## src/rtl/powlib_iparbiter_pkg.sv

```systemverilog
// powlib_iparbiter_pkg
// Shared constants for the powlib IP-bus arbiter slice: bus field widths,
// op codes, arbiter lock-state encodings and the ceil-log2 width helper.
package powlib_iparbiter_pkg;

  // Bits per byte and width of the op field carried in each packed beat.
  localparam int POWLIB_BW  = 8;
  localparam int POWLIB_OPW = 4;

  // Op codes carried in the top POWLIB_OPW bits of a packed beat.
  localparam logic [POWLIB_OPW-1:0] POWLIB_OP_WRITE = 4'd0;
  localparam logic [POWLIB_OPW-1:0] POWLIB_OP_READ  = 4'd1;
  localparam logic [POWLIB_OPW-1:0] POWLIB_OP_SET   = 4'd2;
  localparam logic [POWLIB_OPW-1:0] POWLIB_OP_CLEAR = 4'd3;

  // Burst lock state encodings.
  typedef enum logic {
    POWLIB_IPARB_IDLE = 1'b0,
    POWLIB_IPARB_LOCK = 1'b1
  } iparb_state_e;

  // Index width needed to address v items; never less than one bit.
  function automatic int powlib_clogb2(input int v);
    return (v <= 2) ? 1 : $clog2(v);
  endfunction

endpackage

```

## src/rtl/powlib_iparbiter_rrpick.sv

```systemverilog
// powlib_iprrpick
// Combinational round-robin picker. Scans req in order last+1, last+2, ...
// modulo N and reports the first set index.
// Ports:
//   req     in  N   request vector
//   last    in  SW  index granted most recently (lowest priority)
//   gnt_vld out 1   some request is set
//   gnt_idx out SW  chosen index (equals last when gnt_vld is 0)
module powlib_iprrpick
  import powlib_iparbiter_pkg::*;
#(
  parameter int N = 4,
  localparam int SW = powlib_clogb2(N)
) (
  input  logic [N-1:0]  req,
  input  logic [SW-1:0] last,
  output logic          gnt_vld,
  output logic [SW-1:0] gnt_idx
);

  // Priority scan starting just after the last winner; explicit wrap so
  // N does not have to be a power of two.
  always_comb begin
    int pos;
    logic [SW-1:0] cand;
    gnt_vld = 1'b0;
    gnt_idx = last;
    pos     = 0;
    cand    = '0;
    for (int k = 1; k <= N; k++) begin
      pos  = int'(last) + k;
      pos  = (pos >= N) ? (pos - N) : pos;
      cand = SW'(pos);
      if (!gnt_vld && req[cand]) begin
        gnt_vld = 1'b1;
        gnt_idx = cand;
      end else begin
        gnt_vld = gnt_vld;
      end
    end
  end

endmodule

```

## src/rtl/powlib_iparbiter.sv

```systemverilog
// powlib_iparbiter
// Round-robin arbiter sharing one powlib IP bus slave port between N
// requesters through a single-entry output register. rdsel tells a
// response router which requester sourced the current output beat.
// Optional feature macro: POWLIB_IPARBITER_BURST_EN keeps the grant on
// one requester for up to MAXB consecutive beats.
// Ports:
//   clk, rst   clock and synchronous active-high reset
//   wraddr     N*B_AW requester addresses, requester i at [i*B_AW+:B_AW]
//   wrdata     N*B_WW packed requester beats, requester i at [i*B_WW+:B_WW]
//   wrvld      N      per-requester valid
//   wrrdy      N      per-requester ready, one-hot or zero
//   rdaddr     B_AW   granted address
//   rddata     B_WW   granted packed beat
//   rdsel      SW     requester index of the current output beat
//   rdvld      1      output valid
//   rdrdy      1      downstream ready
module powlib_iparbiter
  import powlib_iparbiter_pkg::*;
#(
  parameter int N     = 4,
  parameter int B_BPD = 4,
  parameter int B_AW  = POWLIB_BW * B_BPD,
  parameter int MAXB  = 4,
  localparam int B_WW = POWLIB_OPW + B_BPD + POWLIB_BW * B_BPD,
  localparam int SW   = powlib_clogb2(N)
) (
  input  logic              clk,
  input  logic              rst,
  input  logic [N*B_AW-1:0] wraddr,
  input  logic [N*B_WW-1:0] wrdata,
  input  logic [N-1:0]      wrvld,
  output logic [N-1:0]      wrrdy,
  output logic [B_AW-1:0]   rdaddr,
  output logic [B_WW-1:0]   rddata,
  output logic [SW-1:0]     rdsel,
  output logic              rdvld,
  input  logic              rdrdy
);

  logic          open;
  logic          hold;
  logic          pick_vld;
  logic [SW-1:0] pick_idx;
  logic          gnt_vld;
  logic [SW-1:0] gnt_idx;
  logic [SW-1:0] last;

  // The output register can take a beat when it is empty or being drained.
  assign open = ~rdvld | rdrdy;

  powlib_iprrpick #(.N(N)) u_pick (
    .req     (wrvld),
    .last    (last),
    .gnt_vld (pick_vld),
    .gnt_idx (pick_idx)
  );

`ifdef POWLIB_IPARBITER_BURST_EN
  localparam int CW = powlib_clogb2(MAXB + 1);

  iparb_state_e  state;
  logic [CW-1:0] count;

  // While locked and the owner is still valid, the picker is bypassed.
  assign hold = (state == POWLIB_IPARB_LOCK) && wrvld[last];

  // Burst lock FSM: enter on any fresh grant, leave after MAXB beats or as
  // soon as the owner drops valid while the output could accept a beat.
  always_ff @(posedge clk) begin
    if (rst) begin
      state <= POWLIB_IPARB_IDLE;
      count <= '0;
    end else if (hold && gnt_vld) begin
      if (count == CW'(MAXB - 1)) begin
        state <= POWLIB_IPARB_IDLE;
        count <= '0;
      end else begin
        count <= count + CW'(1);
      end
    end else if (gnt_vld) begin
      // Fresh arbitration win (from IDLE or a same-cycle release).
      state <= (MAXB > 1) ? POWLIB_IPARB_LOCK : POWLIB_IPARB_IDLE;
      count <= CW'(1);
    end else if ((state == POWLIB_IPARB_LOCK) && open && !wrvld[last]) begin
      state <= POWLIB_IPARB_IDLE;
      count <= '0;
    end
  end
`else
  assign hold = 1'b0;
`endif

  // Grant selection; nothing is granted while reset is asserted so that no
  // requester sees an acknowledge for a beat that reset discards.
  always_comb begin
    gnt_vld = 1'b0;
    gnt_idx = pick_idx;
    if (open && !rst) begin
      if (hold) begin
        gnt_vld = 1'b1;
        gnt_idx = last;
      end else begin
        gnt_vld = pick_vld;
        gnt_idx = pick_idx;
      end
    end else begin
      gnt_vld = 1'b0;
    end
  end

  // One-hot ready toward the granted requester only.
  always_comb begin
    wrrdy = '0;
    if (gnt_vld) begin
      wrrdy[gnt_idx] = 1'b1;
    end else begin
      wrrdy = '0;
    end
  end

  // Output register and last-granted pointer; load and drain may coincide.
  always_ff @(posedge clk) begin
    if (rst) begin
      rdvld  <= 1'b0;
      rdsel  <= '0;
      rdaddr <= '0;
      rddata <= '0;
      last   <= SW'(N - 1);
    end else if (gnt_vld) begin
      rdvld  <= 1'b1;
      rdsel  <= gnt_idx;
      rdaddr <= wraddr[gnt_idx*B_AW +: B_AW];
      rddata <= wrdata[gnt_idx*B_WW +: B_WW];
      last   <= gnt_idx;
    end else if (open) begin
      rdvld  <= 1'b0;
    end
  end

endmodule

```

## config.mk

```make
export PLATFORM = sky130hd
export DESIGN_NAME = powlib_iparbiter
export DESIGN_NICKNAME = d
export VERILOG_FILES = /design/src/rtl/powlib_iparbiter_pkg.sv /design/src/rtl/powlib_iparbiter_rrpick.sv /design/src/rtl/powlib_iparbiter.sv
export SDC_FILE = /design/constraint.sdc
export NUM_CORES = 1
export LEC_CHECK = 0
export CAP_MARGIN = 10
export CORE_AREA = 8 8 138 140
export DETAILED_ROUTE_END_ITERATION = 6
export DIE_AREA = 0 0 146 148
export PLACE_DENSITY = 0.8
export SYNTH_ARGS = -nofsm -noshare
export SYNTH_HDL_FRONTEND = slang
export SYNTH_SLANG_ARGS = --single-unit
```

## constraint.sdc

```tcl
create_clock -name clk -period 3.47 [get_ports clk]
set_input_delay 1.041 -clock clk [delete_from_list [all_inputs] [get_ports clk]]
set_output_delay 1.041 -clock clk [all_outputs]
set_load 0.005 [all_outputs]
```

==> results of run 1 <==
==> cells by family after synthesis <==
logic type | count (synthesis) | share of synthesized area, %
AOI/OAI and AO/OA | 225 | 32.5
buffers and inverters | 78 | 6.61
DFF | 77 | 29.9
muxes | 74 | 14.4
and+or+nand+nor | 169 | 16.5
==> worst max-delay path, cell delays in order <==
cell and delay (ps):
dlygate4sd2_1 280, nor2b_1 190, o21a_2 240, nor3_4 260
nor2_1 80, dlygate4sd2_1 270
==> timing repair <==
item	in CTS	in global routing
setup buffers	2	1
pin swaps	7	4
gates resized for setup	17	4
hold buffers	0	0
setup endpoints to repair	4	4
==> area by class of cell <==
| cell class | instances | area [µm²] | area share, % |
|---|---|---|---|
| Multi-Input combinational cell | 468 | 3340 | 35.4 |
| Tap cell | 225 | 282 | 2.98 |
| Clock buffer | 10 | 229 | 2.43 |
| Clock inverter | 6 | 111 | 1.18 |
| Timing Repair Buffer | 400 | 3930 | 41.7 |
| Sequential cell | 77 | 1540 | 16.3 |
==> cells in the mapped netlist <==
library cell / instances / area share [%]
o31a_1: 1 / 0.17
nand4_1: 71 / 8.6
o21ai_0: 3 / 0.29
mux2i_1: 74 / 14
buf_6: 5 / 1.1
buf_2: 5 / 0.49
o21ai_1: 1 / 0.097
a21o_1: 72 / 10
o21a_1: 1 / 0.15
o21bai_1: 1 / 0.15
nor3_2: 1 / 0.19
clkbuf_1: 59 / 4.3
buf_1: 8 / 0.58
dfxtp_1: 77 / 30
nor2_1: 10 / 0.73
a21oi_1: 2 / 0.19
nor4_2: 1 / 0.24
nand3_1: 1 / 0.097
nor2_2: 1 / 0.12
o211ai_1: 72 / 10
o31ai_1: 71 / 10
nand2_1: 74 / 5.4
nor3_1: 3 / 0.29
nand2b_1: 3 / 0.36
nor2b_1: 3 / 0.36
buf_4: 1 / 0.15
o221ai_1: 1 / 0.17
and2_1: 1 / 0.12
==> stage by stage <==
stage | setup TNS (ps) | utilization (%) | std cells
floorplan | 0 | - | 623
global placement | -8390 | 53.5 | 1167
detailed placement | -10550 | 53.5 | 1167
CTS | 0 | 55.7 | 1185
global route | 0 | 55.7 | 1186
finish | 0 | 55.7 | 1186
==> state kept, by name, indices dropped and copies added (netlist names) <==
signal,count
last,2
rdsel,2
rddata,40
rdaddr,32
rdvld,1
==> power by group through the flow <==
| stage | Clock, mW | Combinational [mW] | Sequential, mW |
|---|---|---|---|
| floorplan | 0 | 0.635 | 1.13 |
| global placement | 0 | 1.44 | 1.12 |
| detailed placement | 0 | 1.45 | 1.13 |
| CTS | 1.13 | 1.47 | 1.11 |
| global route | 1.17 | 1.56 | 1.13 |
| finish | 1.10 | 1.46 | 1.11 |
==> path summary, 6_finish.rpt <==
kind / start / endpoint / slack (ps) / cells past startpoint
worst max-delay path: wrvld[1] / wrrdy[1] / 70 / 6
worst max register to register: last[0]$_SDFFE_PP1P_ / rddata[6]$_SDFFE_PP0P_ / 880 / 8
worst min register to register: rddata[30]$_SDFFE_PP0P_ / rddata[30]$_SDFFE_PP0P_ / 470 / 2
worst min-delay path: rddata[30]$_SDFFE_PP0P_ / rddata[30]$_SDFFE_PP0P_ / 470 / 2
==> metal layers <==
layer / GRT usage [%] / vias to the layer above
met5: 0 / -
met4: 8.66 / 0
met3: 5.78 / 41
met2: 38.0 / 330
met1: 26.0 / 3066
li1: - / 3074
==> impl_metrics.ini, run 1 <==
[run_status]
status = finished, final reports clean

[power_and_ir_drop]
switching_share_pct = 30.0
power.internal_mw = 2.57
fin_total_pwr_mw = 3.68
comb_power_share_pct = 39.8
power_density_nw_per_um2 = 390
max-vdd-ir-drop_v = 0.000254
p_leak_nw = 3.68
p_sw_mw = 1.10
clkPwrFrac_pct = 29.9
seq_power_share_pct = 30.3

[sta]
tightest_slew_ps = 937
fin_crit_sh_pct = 97.9
fmax_mhz = 294
layout_setup_ws_ps = 72.4
period_minus_slack_ps = 3400
slew_viol_final = 0
slew_headroom_pct = 37.5
hold_ws_ps = 467
hold_viol = 0
fin_skew_ps = 10.2
setup_viol = 0
rsz0062_at_grt = false

[min_path]
holdCritPathClass = flip-flop to flip-flop

[synthesis]
netlist_area_um2 = 5150
synth_nets = 918
syn_inst = 623
syn_area_per_cell_um2 = 8.27
ys_types = 28
yosys_register_bits = 77
synth-seq-area-share_pct = 29.9
yosysWarnings = 0

[global_routing]
grt_usage_pct = 22.2
antenna_found_initial = 1
grt-ovfl-total = 0
grt_pass1_wl_um = 38200
grt_pass1_vias = 6583
grt_max_degree = 73

[cells_and_area]
nNetsFinal = 1251
syn_to_final_growth_pct = 83.2
final_cell_mix = clkdlybuf4s50_1, dfxtp_1, mux2i_1, o211ai_1, nand2_1
drive_above_1_share_pct = 6.14
antennaDiodeCount = 0
final_area_um2 = 9440
fillerInstances = 1560
final_common_cell = clkdlybuf4s50_1

[setup_path]
path_class = primary input to output pin
cp-start-kind = primary input
worstPathRequired_ps = 2430
path_max_fanout = 4
critical_path_arrival_ps = 2360
end_kind = output pin

[clocking]
cts_htree_levels = 3
clkLatencyLatePin_ps = 340
cts_tree = built
clockBufferDepth = 2
cts_buffers = 9
cts_root_buf = clkbuf_16
cts_sinks = 77
clkTransAtPathRegs_ps = 60

[detailed_routing]
met2_length_um = 12300
drcViolationCount = 0
drtAntennaViolNets = 0
wl_per_cell_um = 21.5
wl_um = 25500
m1WireLength_um = 10400
highest_layer = met4
drt_pre_antenna_iters = 4
drtIter0Drc = 387
vias = 6511
met3WireLength_um = 2020
routed_via_density = 5.49

[floorplanning]
die-area_um2 = 21600
start_util_pct = 30.4
fp.dieW_um = 146
rows = 48
die_h_um = 148
num_io_pins = 374
coreArea_um2 = 16900

[run]
drv_cap = 0

[place]
preCtsSetupSlack_ps = -518
placed_cell_area_um2 = 9060
dpl.hpwl_um = 17600
gp_congestion = 0.785
io_buffers = 373
No activity file was read; power rests on OpenSTA's default activity.
==> run 2: changes to the inputs <==
--- a/config.mk
+++ b/config.mk
@@ -10,6 +10,7 @@
 export DETAILED_ROUTE_END_ITERATION = 6
 export DIE_AREA = 0 0 146 148
 export PLACE_DENSITY = 0.8
+export SLEW_MARGIN = 30
 export SYNTH_ARGS = -nofsm -noshare
 export SYNTH_HDL_FRONTEND = slang
 export SYNTH_SLANG_ARGS = --single-unit
==> results of run 2 <==
The final DEF is identical to that of run 1; final timing and power are the same.
==> RTL edit 1: new RTL, settings of run 1 <==
Change the package constant `POWLIB_BW` from 8 to 7.
--- a/src/rtl/powlib_iparbiter_pkg.sv
+++ b/src/rtl/powlib_iparbiter_pkg.sv
@@ -4,7 +4,7 @@
 package powlib_iparbiter_pkg;
 
   // Bits per byte and width of the op field carried in each packed beat.
-  localparam int POWLIB_BW  = 8;
+  localparam int POWLIB_BW  = 7;
   localparam int POWLIB_OPW = 4;
 
   // Op codes carried in the top POWLIB_OPW bits of a packed beat.
Interface: changed (resized rdaddr, rddata, wraddr and wrdata); port bits go from 374 to 334. No check against the original RTL was run, so the function may have changed too.
==> RTL edit 1 against run 1 <==
  * Wire length is 11% lower
  * Cell area is 10% lower
  * Synthesized area is 11% lower
  * Setup slack better by 0.020 ns
  * Via count is 11% lower
  * Register-to-register slack better by 0.17 ns
  * Critical path depth is 1 higher
  * Core utilization is 5.7 points lower
  * Non-clock buffer count is 37 lower
  * Sequential cell count is 8 lower
  * Total power is 13% lower
==> RTL edit 1: results (changes against run 1) <==
Mapped Nets 820 (-11%); port bufs 333 (-11%); hold path cells 2 (unchanged); initial antenna violation count 0 (-1); crit-path max FO 2 (-2); Fillers 1629 (+4.4%); Resized Gates After CTS 17 (unchanged); fraction of layout cells with a size suffix above 1 0.0703 (+0.00888); met3 WL 2020 um (unchanged); measured slew at the worst slew-check pin 0.830 ns (-0.107 ns); top_reg_cell synth dfxtp_1; M1 wire length 9190 um (-12%); run status finished, final reports clean; cell with the largest stage delay on the worst path clkdlybuf4s50_1; HPWL Detailed 16100 um (-8.9%); pin count of the biggest net entering global routing 64 (-12%); Pleak 3.29 nW (-10%); CTS buffer count 9 (unchanged); pre-CTS WS -0.441 ns (+0.0772 ns); vias in the first global route 6027 (-8.4%); CP top delay family buffers and inverters; setup bufs post-CTS 5 (+3); WP data arrival 2.34 ns (-0.02 ns); drt initial violations 236 (-39%); DR WL met2 10800 um (-13%); worst min path class reg2reg; clk_lat worst skew between 0.3 and 0.4 ns; critical path's largest stage delay 0.47 ns (+0.19 ns); H-tree levels 3 (unchanged); Worst Reg2Reg Path Length in Cells 9 (+1); CTS max path bufs 2 (unchanged); Synth top cells by count dfxtp_1 (69), mux2i_1 (66), nand2_1 (66); Clock Skew 0.00794 ns (-0.00225 ns); vias 5808 (-11%); RD Place Congestion 0.831 (+5.9%); first-pass GRT wire length 34500 um (-9.7%); FFs w/ async S/R, synth 0 (unchanged); register area share after synthesis 0.300 (+0.000835); diode count 0 (unchanged); Tot GR Track Use 0.200 (-0.0220); CTS root buffer clkbuf_16; drt wl/cell 20.6 um (-3.8%); synth unique cells 29 (+3.6%); VDD IR max 0.217 mV (-14%); Area contributors post-synth dfxtp_1 (30%), mux2i_1 (14%), a21o_1 (10%); Clock Pin Slew Worst Setup and Hold Paths 0.06 ns (about the same); Layout Nets 1126 (-10%); drt pass-1 iters 6 (+2); Top Metal Used met4; Largest regs rddata (36), rdaddr (28); yosys warns 0 (unchanged)
RTL edit 1: final timing paths:
| kind | from | to | slack [ns] |
|---|---|---|---|
| max | rdrdy | wrrdy[0] | 0.09 |
| min | rddata[10] | rddata[10] | 0.47 |
| max reg2reg | last[0] | rddata[5] | 1.05 |
| min reg2reg | rddata[10] | rddata[10] | 0.47 |
RTL edit 1: final cells by class:
cell class | instances | share of cell area
multi-input combinational | 420 | 0.353
sequential | 69 | 0.163
timing repair buffer | 363 | 0.418
clock inverter | 5 | 0.00428
clock buffer | 11 | 0.0286
tap | 225 | 0.0332
RTL edit 1: power by group:
part	internal [mW]	total, mW	switching [mW]
Sequential	0.923	0.995	0.0724
Combinational	0.756	1.31	0.556
Clock	0.504	0.876	0.372
RTL edit 1: routing by layer:
metal	vias to the layer above	global-route usage
met2	285	0.333
met1	2723	0.233
li1	2769	-
met3	31	0.0697
met4	0	0.0721
met5	-	0
RTL edit 1: worst reg2reg max path, stage by stage, from the launching register on:
cell and delay [ns]:
dfxtp_1 0.43, nor2b_2 0.07, buf_4 0.15, o21a_2 0.24, nor3_4 0.19, buf_4 0.14, buf_4 0.09, buf_4 0.52
mux2i_1 0.31, o221ai_1 0.14
RTL edit 1: cell families (layout without fill, tap and decap cells):
family          Yosys count  count (layout)  synth area share
buf+inv                  68             379            0.0628
compound gates          201             201             0.326
mux                      66              66             0.144
flops                    69              69             0.300
simple gates            153             153             0.168
RTL edit 1: per-stage QoR:
| stage | cells | area [um^2] |
|---|---|---|
| after floorplan | 557 | 4600 |
| after global placement | 1071 | 8150 |
| after detailed placement | 1071 | 8150 |
| after CTS | 1092 | 8480 |
| after global routing | 1093 | 8470 |
| final | 1093 | 8470 |
==> RTL edit 2: new RTL, config.mk and constraints of run 1 <==
Without the edit above. The option `POWLIB_IPARBITER_BURST_EN` is turned on by a define.
--- a/src/rtl/powlib_iparbiter.sv
+++ b/src/rtl/powlib_iparbiter.sv
@@ -15,6 +15,8 @@
 //   rdsel      SW     requester index of the current output beat
 //   rdvld      1      output valid
 //   rdrdy      1      downstream ready
+`define POWLIB_IPARBITER_BURST_EN
+
 module powlib_iparbiter
   import powlib_iparbiter_pkg::*;
 #(
Behaviour: not the same (Yosys sat finds a counterexample within 4 cycles, from zero or initial values and one cycle with rst high).
==> RTL edit 2 against run 1 <==
  * The run now ends with negative setup slack left
  * Total power increased by 25%
  * Synthesized area decreased by 9.9%
  * Cell area decreased by 2.7%
  * Core utilization decreased by 1.5 points
  * Wire length decreased by 17%
  * Die area unchanged
  * Synthesized cell count decreased by 23%
  * Via count decreased by 18%
  * Setup slack got worse by 0.16 ns
  * Sequential cell count increased by 4
==> RTL edit 2: results (changes against run 1) <==
run status complete, but fails checks; failing checks negative setup slack; Pleak 3.81 nW (+3.5%); WP data arrival 2.52 ns (+0.16 ns); VDD IR max 0.266 mV (+4.8%); r2r setup slk 0.25 ns (-0.63 ns); Mapped Nets 778 (-15%); Tot GR Track Use 0.187 (-0.0345); initial antenna violation count 0 (-1); final-report setup violation count 3 (+3); pre-CTS WS -0.864 ns (-0.347 ns); DP Area 8790 um^2 (-3.0%); vias 5341 (-18%); Max-slew headroom 0.426 (+0.0504); # clk buffers 12 (+2); sequential cell area 1620 um^2 (+5.2%); Placed Cells 1077 (-7.7%); setup TNS -0.186 ns (-0.186 ns); critical path's largest stage delay 0.22 ns (-0.06 ns); comb_multi_in 356 (-24%); first-pass GRT wire length 32100 um (-16%); RD Place Congestion 0.864 (+10%); Crit. Startpoint wrvld[0]; register area share after synthesis 0.350 (+0.0503); Clock Skew 0.00774 ns (-0.00245 ns); Layout Nets 1163 (-7.0%); instance count of the mapped netlist 482 (-23%); fraction of layout cells with a size suffix above 1 0.0963 (+0.0349); Sink Count 81 (+5.2%); reg2reg end rddata[32]; Area contributors post-synth dfxtp_1 (35%), mux2i_1 (32%), o221ai_1 (14%); FF-to-FF Start last[1]; crit-path max FO 5 (+1); synth unique cells 34 (+21%); Final WS setup -0.0871 ns (-0.159 ns); cell with the largest stage delay on the worst path a21boi_4; vias in the first global route 5695 (-13%); Largest regs rddata (40), rdaddr (32), count (3); drt wl/cell 19.2 um (-10%); Post-Route WL 21100 um (-17%); Fillers 1527 (-2.1%); Signal buffers 417 (+4.3%); CP top delay family buffers and inverters; Non-clock buffer share 0.443 (+0.0260); Multi-input gate area 2870 um^2 (-14%); Worst Reg2Reg Path Length in Cells 11 (+3); HPWL Detailed 16800 um (-4.9%); Synth top cells by count mux2i_1 (147), dfxtp_1 (81), nand2_1 (78)
RTL edit 2: cell types whose count changed after synthesis, sizes merged, moves of 5 or more:
cell	before	now
a211oi	0	5
mux2i	74	147
clkbuf	59	17
o31ai	71	0
o211ai	72	0
a21o	72	1
buf	19	26
o221ai	1	72
nand4	71	0
a21oi	2	9
RTL edit 2: worst min path at each step:
stage / start / endpoint / slack [ns] / cells past startpoint
6_report: rdaddr[0] / rdaddr[0] / 0.46 / 2
3_3_place_gp: rddata[3] / rddata[3] / 0.44 / 2
3_5_place_dp: rddata[27] / rddata[27] / 0.45 / 2
2_1_floorplan: count[2] / count[2] / 0.46 / 1
5_1_grt: rdaddr[21] / rdaddr[21] / 0.48 / 2
4_1_cts: rdaddr[21] / rdaddr[21] / 0.46 / 2
RTL edit 2: kinds of logic (layout without fill, tap and decap cells):
family                   Yosys count  after routing  synth area share
adder cells (fa/ha/maj)            1              1           0.00270
buffers and inverters             45            435            0.0504
XOR/XNOR                           1              1           0.00351
flip-flops                        81             81             0.350
AND/OR/NAND/NOR                  108            108            0.0968
multiplexers                     147            147             0.317
AO/OA/AOI/OAI                     99             99             0.180
RTL edit 2: power by group:
group | leakage, nW | internal (mW) | total (mW) | switching [mW]
sequential | 0.671 | 1.16 | 1.28 | 0.126
combinational | 2.98 | 1.32 | 2.25 | 0.928
clock | 0.155 | 0.670 | 1.06 | 0.390
RTL edit 2: timing repair:
action,in CTS,in global routing
setup buffers,5,1
setup endpoints to repair,47,34
hold buffers,0,0
pin swaps,8,2
resized for setup,48,4
endpoints found under the hold margin,0,0
RTL edit 2: layer usage:
metal,GRT usage,wire length (um),vias up,share of wire
met4,0.0577,326,0,0.015
met2,0.337,10800,235,0.51
li1,-,-,2607,-
met3,0.0611,1580,18,0.075
met5,0,0,-,0
met1,0.205,8440,2481,0.40
